<file path="config.mk">
export PLATFORM = sky130hd
export DESIGN_NAME = sig_delay_line
export DESIGN_NICKNAME = d
export VERILOG_FILES = /design/src/rtl/sig_delay_line.sv
export SDC_FILE = /design/constraint.sdc
export NUM_CORES = 1
export LEC_CHECK = 0
export CORE_MARGIN = 2
export CORE_UTILIZATION = 50
export CTS_CLUSTER_DIAMETER = 200
export DETAILED_ROUTE_END_ITERATION = 12
export PLACE_DENSITY = 0.71
export SLEW_MARGIN = 20
export SYNTH_ARGS = -nofsm -noshare
export SYNTH_HDL_FRONTEND = slang
export SYNTH_SLANG_ARGS = --single-unit
</file>
<file path="constraint.sdc">
create_clock -name clk -period 2.8 [get_ports clk]
set_clock_uncertainty 0.2 [all_clocks]
set_input_delay 0.56 -clock clk [delete_from_list [all_inputs] [get_ports clk]]
set_output_delay 0.56 -clock clk [all_outputs]
set_load 0.01 [all_outputs]
</file>
<file path="src/rtl/sig_delay_line.sv">
// sig_delay_line: run-time tappable delay line for video sideband signals.
// Shifts on en, clears on reset/flush, and taps any stage 0..MAX_DEPTH
// combinationally. primed tells when the selected tap holds real history.
module sig_delay_line #(
  parameter int unsigned           WIDTH     = 2,
  parameter int unsigned           MAX_DEPTH = 8,
  parameter logic [WIDTH-1:0]      RESET_VAL = '0,
  localparam int unsigned          DW        = $clog2(MAX_DEPTH + 1)
) (
  input  logic             clk,
  input  logic             reset,
  input  logic             en,
  input  logic             flush,
  input  logic [DW-1:0]    delay_sel,
  input  logic [WIDTH-1:0] sig_in,
  input  logic             valid_in,
  output logic [WIDTH-1:0] sig_out,
  output logic             valid_out,
  output logic             primed
);

  logic [WIDTH-1:0] d [1:MAX_DEPTH];
  logic             v [1:MAX_DEPTH];
  logic [DW-1:0]    fcnt;
  logic [DW-1:0]    eff;

  // Stage registers and fill counter: clear on reset/flush, shift on en, else hold.
  always_ff @(posedge clk or posedge reset) begin
    if (reset) begin
      for (int unsigned k = 1; k <= MAX_DEPTH; k++) begin
        d[k] <= RESET_VAL;
        v[k] <= 1'b0;
      end
      fcnt <= '0;
    end else if (flush) begin
      for (int unsigned k = 1; k <= MAX_DEPTH; k++) begin
        d[k] <= RESET_VAL;
        v[k] <= 1'b0;
      end
      fcnt <= '0;
    end else if (en) begin
      d[1] <= sig_in;
      v[1] <= valid_in;
      for (int unsigned k = 2; k <= MAX_DEPTH; k++) begin
        d[k] <= d[k-1];
        v[k] <= v[k-1];
      end
      if (fcnt != DW'(MAX_DEPTH)) begin
        fcnt <= fcnt + DW'(1);
      end
    end
  end

  // Clamp the requested delay to the physical depth.
  always_comb begin
    eff = delay_sel;
    if (delay_sel > DW'(MAX_DEPTH)) begin
      eff = DW'(MAX_DEPTH);
    end
  end

  // Tap mux: eff=0 bypasses the line, otherwise select stage eff.
  always_comb begin
    sig_out   = sig_in;
    valid_out = valid_in;
    for (int unsigned k = 1; k <= MAX_DEPTH; k++) begin
      if (eff == DW'(k)) begin
        sig_out   = d[k];
        valid_out = v[k];
      end
    end
  end

  // Primed once at least eff shifts have happened since the last clear.
  always_comb begin
    primed = (fcnt >= eff);
  end

endmodule

</file>
---- Yosys cells after proc, flatten, opt, wreduce, memory -nomap -nowiden ----
Cells that the tools add are included.
W data, S select, Z words.
word-level totals
  register bits after elaboration ......... 28
  input bits .............................. 11
  logic and storage cells ................. 56
cells by class
  $add $sub $neg .......................... 1
  magnitude comparators ................... 2
  eq/ne operators ......................... 9
  muxes and demuxes ....................... 24
  reduce and logical (&&, ||, !) cells .... 3
operator list
  operator               count
  $mux W16               2
  $eq A4 B3 Y1 const B   4
  $mux W2                8
  $mux W4                4
  $mux W8                2
  $eq A4 B2 Y1 const B   2
  $mux W1                8
  $add A4 B1 Y4 const B  1
  $eq A4 B1 Y1 const B   1
  $eq A4 B4 Y1 const B   1
  $ge A4 B4 Y1           1
  $gt A4 B4 Y1 const B   1
  $ne A4 B4 Y1 const B   1
  $reduce_bool A2 Y1     2
  $reduce_and A2 Y1      1

---- Logic depth before layout (Yosys ltp) ----
Gate-level depths: netlist of run 1.
  depth after elaboration ................. 11
  gate-level depth with buffers ........... 7
  mapped depth without buffers ............ 6

---- Worst setup path after synthesis of run 1 ----
OpenSTA, ideal clock, no wires.
  path kind ............................... input port to output port
  start ................................... in delay_sel[0]
  end ..................................... out primed
  arrival ................................. 1.730 ns
  data required time ...................... 2.040 ns
  setup slack ............................. 0.310 ns
  stages .................................. 7
  buffers on the path ..................... 1
  cell sequence ........................... buf_4 nor2b_4 ha_1 nand2b_1 a21o_1 a21o_1 a21o_1
on the way
  longest elaborated chain between the ends .. 3
ends and longest elaborated chain
  element             line  RTL
  start: declaration  14    input logic [DW-1:0] delay_sel,
  $gt A4 B4 Y1        57    if (delay_sel > DW'(MAX_DEPTH)) begin
  $mux W4 *           57
  $ge A4 B4 Y1 *      76    primed = (fcnt >= eff);
  end: declaration    19    output logic primed
Every way passes the cells marked *; elsewhere a longest branch is shown, timed or not.

---- Final worst setup path of run 1 ----
  start ................................... in delay_sel[1]
  end ..................................... out valid_out
on the way
  longest elaborated chain between the ends .. 11
  elaborated cells on any way between the ends .. 18
  classes of those cells .................. order compare: 1; eq/ne: 8; mux: 9
ends and longest elaborated chain
  element                line  RTL
  $gt A4 B4 Y1           57
  $mux W4 *              57
  $eq A4 B1 Y1           67    if (eff == DW'(k)) begin
  $mux W1 (7 in series)  67
  $mux W1 *              67
  end: declaration       18    output logic valid_out,
Marked as above.

==> flow_summary_export.csv, run 1 <==
group,metric,value,unit
pwr,sw_frac_of_total,26.65,%
synthesis,ys_warn_count,0,
floorplanning,initial_core_util,52.68,%
synthesis,yosys.area_share.simple,15.90,%
placement,io_buffers,14,
sta,hold_viol,0,
global_routing,grt_usage,21.66,%
synthesis,ys_ff_latch,28,
sta,rsz0062_at_grt,"no",
setup_path,r2r_slack,1.11,ns
placement,gp_congestion,0.8254,
synthesis,synth_top_family_by_area,"multiplexers",
sta,slew_headroom,71.74,%
setup_path,crit_slowest_cell,"dlygate4sd2_1",
synthesis,synth.avg_cell_area,10.07,um2
synthesis,yosys.area_share.adder,4.630,%
setup_path,startpoint,"delay_sel[1]",
detailed_routing,vias_per_cell,5.492,
synthesis,yosysTopAreaCellShare,43.21,%
finish,fin_cells,236,
worst_hold_path,worstHoldPathCells,2,
pwr,p_seq_share,53.9,%
finish,fin_nets,210,
pwr,ir_drop,218.1,uV
setup_path,arrival,1.95,ns
clock_network,cts_root_buf,"clkbuf_4",
pwr,p_comb_share,20.6,%
floorplanning,core,0.003078,mm2
setup_path,crit_path_start_kind,"primary input",
pwr,p_leak,0.9964,nW
global_routing,grt_max_degree,29,
clock_network,cts_tree,"built",
setup_path,endpoint_kind,"output port",
floorplanning,ios,15,
pwr,power_density,399.1,mW/mm2
synthesis,synth_cells,161,
detailed_routing,antenna_left,0,
synthesis,ys_types,36,
sta,setup-violations-final,0,
sta,period_minus_slack,2.708,ns
setup_path,cp_num_cells,9,
synthesis,synth_ff_type,"dfrtp_1",
synthesis,synth_fp_nets,178,
synthesis,synth-edff-count,0,
floorplanning,die_w,60.95,um
global_routing,grt-ovfl-total,0,
clock_network,clockBufferDepth,2,
detailed_routing,drt_iter0_drc,43,
setup_path,path_buf_inv,5,
placement,numPlacedInstances,227,
setup_path,cp_cell_sequence,"dlygate4sd2_1 > buf_6 > buf_4 > buf_4 > mux2i_1 > a21oi_1 > o22ai_1 > a21oi_1 > clkdlybuf4s15_1",
clock_network,h-tree-depth,1,
floorplanning,die_h,60.95,um
synthesis,async_reset_ff_share,100.0,%
synthesis,muxShareOfSynthArea,19.21,%
clock_network,numClockSinks,28,
setup_path,cp_max_fo,6,
sta,timing.fmax,0.3692,GHz
placement,hpwlAfterDp,2.540,mm
flow_run,drv.max_cap_violation_count,0,
synthesis,synth-xor-area-share,1.080,%
detailed_routing,drt-wirelength-per-cell,15.01,um
floorplanning,design.die.area,0.003715,mm2
floorplanning,fp-row-count,20,
detailed_routing,routed_wl,3.542,mm
global_routing,grt_pass1_vias,1286,
synthesis,syn-cell-area,0.001622,mm2
worst_hold_path,hold_path_class,"reg -> reg",
setup_path,crit_path_end,"valid_out",
pwr,p_int,0.0005732,W
finish,antennaDiodeCount,0,
global_routing,grt_pass1_wl,5.940,mm
run_status,status,"finished, final reports clean",
setup_path,worstSetupPathType,"in -> out",
synthesis,synth_area_leaders,"dfrtp_1 (43%), mux2i_1 (19%), nor2_1 (7.9%)",
sta,drv_slew,0,
finish,area_growth,20.76,%
detailed_routing,vias,1296,
setup_path,required,2.04,ns
setup_path,worstReg2RegStart,"fcnt[0]$_DFFE_PP0P_",
synthesis,synth_top_area_cell,"dfrtp_1",
synthesis,yosysSeqAreaShare,43.21,%
setup_path,r2r-end,"fcnt[1]$_DFFE_PP0P_",
setup_path,reg2reg_depth,6,
finish,drive_above_1_share,20.31,%
pwr,pwr-share-clk,25.5,%
setup_path,slowest_delay,0.25,ns
sta,tightest_slew,0.4239,ns
finish,design_area,0.001958,mm2
setup_path,cp_top_family,"buffers and inverters",
clock_network,holdBufCountCts,0,
placement,place_area,0.001888,mm2
clock_network,clkLatencyLatePin,0.33,ns
clock_network,clkTransAtPathRegs,0.14,ns
global_routing,antenna_found_initial,0,
clock_network,cts_buffers,3,
sta,finalCritPeriodShare,96.73,%
detailed_routing,remaining_drc_errors,0,
detailed_routing,firstDrtPassIters,4,
pwr,p_sw,0.0002083,W
synthesis,synth_compound_area_share,10.88,%
## stage by stage
step                      total power, W  hold WS [ns]  TNS [ns]  setup WS, ns  utilization [%]
after floorplan                0.0005227        0.2866         0        0.3098                -
after global placement         0.0005775        0.3171    -2.035       -0.5457            61.34
after detailed placement       0.0005857        0.3225    -2.178       -0.6272            61.34
after CTS                      0.0007856        0.3578         0       0.01334            63.58
after global routing           0.0008265        0.3872         0      0.009709            63.62
final                          0.0007815        0.3550         0       0.09170            63.62
## metal layers
metal	global-route usage, %	share of wire, %	vias up
met3	3.412	2.3	6
met5	0	0	-
met1	29.36	46	642
met4	6.522	1.6	0
li1	-	-	624
met2	35.79	50	24
## worst min path at each step
stage	start	endpoint
after detailed placement	d[0]$_DFFE_PP0P_	d[0]$_DFFE_PP0P_
after CTS	d[0]$_DFFE_PP0P_	d[0]$_DFFE_PP0P_
after floorplan	d[0]$_DFFE_PP0P_	d[0]$_DFFE_PP0P_
final	d[1]$_DFFE_PP0P_	d[1]$_DFFE_PP0P_
after global routing	reset	fcnt[2]$_DFFE_PP0P_
after global placement	v[0]$_DFFE_PP0P_	v[0]$_DFFE_PP0P_
## power groups by stage
stage | combinational [W] | sequential (W) | clock [W]
after floorplan | 0.0000973 | 0.000425 | 0
after global placement | 0.000150 | 0.000427 | 0
after detailed placement | 0.000158 | 0.000428 | 0
after CTS | 0.000159 | 0.000421 | 0.000206
after global routing | 0.000178 | 0.000422 | 0.000226
final | 0.000161 | 0.000421 | 0.000199
## cell families (layout without fill, tap and decap cells)
kind of cell | count (synthesis) | count (layout)
multiplexers | 31 | 31
AND/OR/NAND/NOR | 53 | 53
buffers and inverters | 15 | 46
XOR/XNOR | 2 | 2
AO/OA/AOI/OAI | 26 | 26
adder cells (fa/ha/maj) | 6 | 6
flip-flops | 28 | 28
## cells in the mapped netlist, drive strengths merged, types with 3 or more instances
library cell / n
clkbuf: 3
a21o: 4
ha: 6
nor2: 35
buf: 7
inv: 5
o22ai: 3
nand2b: 3
mux2i: 30
a21oi: 6
nand2: 4
dfrtp: 28
o21ai: 3
## sequential cells by signal, indices dropped and copies added, names as in the netlist
register	count
d	16
v	8
fcnt	4
## worst register-to-register path, stage by stage, from the launching register on
cell,delay [ns]
dfrtp_1,0.45
inv_2,0.10
ha_1,0.16
nand2_1,0.07
o21ai_0,0.33
mux2i_1,0.23
nor2_1,0.05
## area by class of cell
class                      count  area (um2)
tap                           44       55.05
timing repair buffer          37       304.0
multi-input combinational    118       843.3
inverter                       5       18.77
sequential                    28       700.7
clock buffer                   4       36.28
fill                         274        1120
## placed cells by master, fill, tap and decap left out, types with 2 or more instances in the layout
cell type	n
nor2_1	34
clkdlybuf4s15_2	2
o32ai_1	2
dfrtp_1	28
buf_4	20
a22oi_1	2
nor3_1	2
ha_1	6
nand4_1	2
o22a_1	2
o22ai_1	3
nand2_1	4
inv_1	2
a21oi_1	6
clkdlybuf4s50_1	6
a21o_1	4
buf_2	3
nor3b_1	2
clkdlybuf4s15_1	2
nand2b_1	3
mux2i_1	30
o21ai_0	2
clkbuf_4	3
inv_2	3
buf_6	2
## repair_timing
| action | in CTS | in global routing |
|---|---|---|
| endpoints found under the hold margin | 0 | 0 |
| pin swaps | 1 | 1 |
| cloned | 1 | 0 |
| gates resized for setup | 19 | 7 |
| buffers inserted | 2 | 2 |
| setup endpoints to repair | 4 | 4 |
Power figures use the tool's default switching activity.
==> run 2: changes to the inputs <==
--- a/config.mk
+++ b/config.mk
@@ -10,6 +10,7 @@
 export CTS_CLUSTER_DIAMETER = 200
 export DETAILED_ROUTE_END_ITERATION = 12
 export PLACE_DENSITY = 0.71
+export REMOVE_ABC_BUFFERS = 1
 export SLEW_MARGIN = 20
 export SYNTH_ARGS = -nofsm -noshare
 export SYNTH_HDL_FRONTEND = slang
==> run 2 against run 1 <==
  * Critical path depth down 1
  * First-iteration DRC count down 23%
  * Worst hold slack better by 0.011 ns
  * Sequential power about the same
  * Register-to-register slack worse by 0.03 ns
  * Maximum frequency down 0.68%
  * Final cell count down 2.5%
  * Global-route usage down 2.0 points
  * Worst setup slack worse by 0.019 ns
  * Sequential share of layout area up 0.46 points
  * Critical path type unchanged
==> flow_summary_export.csv, run 2 (synthesis gave the netlist of run 1 again) <==
group,metric,value,unit
global_routing,gr-usage-met2,33.03,%
setup_path,cp_max_fo,3,
global_routing,gr-usage-met3,2.559,%
sta,rsz0062_at_grt,"no",
floorplanning,core,0.003078,mm2
detailed_routing,vias,1224,
detailed_routing,routed_wl,3.196,mm
sta,setup-violations-final,0,
clock_network,holdBufCountCts,0,
clock_network,clkLatencyLatePin,0.33,ns
floorplanning,initial_core_util,52.68,%
detailed_routing,remaining_drc_errors,0,
finish,drive_above_1_share,17.74,%
pwr,p_comb_share,19.9,%
sta,slew_headroom,72.00,%
detailed_routing,drt_iter0_drc,33,
sta,timing.fmax,0.3667,GHz
run_status,status,"finished, final reports clean",
sta,tightest_slew,0.4200,ns
setup_path,endpoint_kind,"output port",
finish,area_growth,19.21,%
detailed_routing,antenna_left,0,
setup_path,worstSetupPathType,"in -> out",
setup_path,crit_path_start_kind,"primary input",
sta,period_minus_slack,2.727,ns
setup_path,arrival,1.97,ns
placement,io_buffers,14,
sta,finalCritPeriodShare,97.39,%
worst_hold_path,hold_path_class,"in -> async",
pwr,p_seq_share,54.1,%
finish,largest-register,"d",
clock_network,cts_tree,"built",
global_routing,grt_pass1_vias,1255,
detailed_routing,vias_per_cell,5.322,
finish,nFillCells,272,
placement,place_ws,-0.5445,ns
clock_network,postCtsResizedCells,13,
pwr,power_density,401.8,mW/mm2
clock_network,h-tree-depth,1,
clock_network,cts_buffers,3,
sta,drv_slew,0,
clock_network,clockBufferDepth,2,
clock_network,cts_setup_buffers,0,
global_routing,grt_pass1_wl,5.568,mm
clock_network,cts_root_buf,"clkbuf_4",
pwr,p_leak,0.9791,nW
detailed_routing,drt-wirelength-per-cell,13.90,um
floorplanning,die_h,60.95,um
pwr,sw_frac_of_total,26.76,%
floorplanning,fp-row-count,20,
sta,worst_hold_slack,0.3663,ns
global_routing,groute.layer.met1.usage,26.37,%
floorplanning,ios,15,
global_routing,grt-ovfl-total,0,
placement,hpwlAfterDp,2.287,mm
finish,mostFrequentLayoutCells,"nor2_1 (34), mux2i_1 (30), dfrtp_1 (28), buf_4 (16)",
finish,fin_nets,204,
pwr,p_int,0.0005689,W
global_routing,top_usage_layer,"met2",
flow_run,drv.max_cap_violation_count,0,
global_routing,antenna_found_initial,0,
finish,antennaDiodeCount,0,
sta,tns,0,ns
clock_network,clkTransAtPathRegs,0.15,ns
finish,layout_commonest_cell,"nor2_1",
floorplanning,design.die.area,0.003715,mm2
finish,final_core_util,62.80,%
global_routing,grt_usage,19.70,%
pwr,ir_drop,279.4,uV
pwr,p_sw,0.0002078,W
setup_path,required,2.04,ns
sta,hold_viol,0,
detailed_routing,firstDrtPassIters,4,
finish,reg_top3,"d: 16 flops, v: 8 flops, fcnt: 4 flops",
pwr,pwr-share-clk,26.1,%
global_routing,grt_max_degree,29,
finish,largest_reg_flops,16,
sta,setup_slack,0.07315,ns
clock_network,numClockSinks,28,
floorplanning,die_w,60.95,um
placement,gp_congestion,0.8226,
[run 2: cell count changes in the layout (fill, tap and decap cells not counted), moves of 2 or more]
cell / change
clkdlybuf4s15_2: -2
buf_4: -4
buf_2: -2
dlygate4sd2_1: +3
[run 2: final timing paths]
check	endpoint	slack, ns	cells past startpoint	start
setup / recovery	primed	0.07	8	delay_sel[3]
hold / removal	v[2]$_DFFE_PP0P_	0.37	3	reset
setup reg to reg	fcnt[1]$_DFFE_PP0P_	1.08	6	fcnt[0]$_DFFE_PP0P_
hold reg to reg	d[0]$_DFFE_PP0P_	0.37	2	d[0]$_DFFE_PP0P_
max in group asynchronous	d[5]$_DFFE_PP0P_	1.77	3	reset
min in group clk	d[0]$_DFFE_PP0P_	0.37	2	d[0]$_DFFE_PP0P_
[run 2: power groups by stage]
stage / Combinational [W] / Clock, W / Sequential, W
floorplan: 0.0000735 / 0 / 0.000425
global placement: 0.000150 / 0 / 0.000427
detailed placement: 0.000154 / 0 / 0.000427
CTS: 0.000149 / 0.000205 / 0.000420
global route: 0.000172 / 0.000219 / 0.000421
finish: 0.000154 / 0.000202 / 0.000420
[run 2: area by class of cell]
cell class              instances  area (um2)  area share, %
clock buffers                   4       36.28          1.877
inverters                       5       18.77         0.9709
multi-input cells             118       870.8          45.05
flip-flops and latches         28       700.7          36.25
well taps                      44       55.05          2.848
repair buffers                 31       251.5          13.01
[run 2: worst max-delay path, stage by stage]
cell and delay [ns]:
clkdlybuf4s15_1 0.25, nor2b_4 0.18, ha_4 0.21, nand2b_4 0.13, a21o_1 0.17, a21o_1 0.17, a21o_1 0.17, buf_2 0.13
[run 2: metal layers]
metal / wire, um / vias up
li1: - / 613
met1: 1548 / 595
met2: 1552 / 11
met3: 54 / 5
met4: 41 / 0
met5: 0 / -
[run 2: stage by stage]
step / power (W) / std cells / instance area, um2
2_1_floorplan: 0.0004990 / 151 / 1558
3_3_place_gp: 0.0005769 / 226 / 1881
3_5_place_dp: 0.0005813 / 226 / 1881
4_1_cts: 0.0007738 / 230 / 1908
5_1_grt: 0.0008124 / 230 / 1933
6_report: 0.0007767 / 230 / 1933
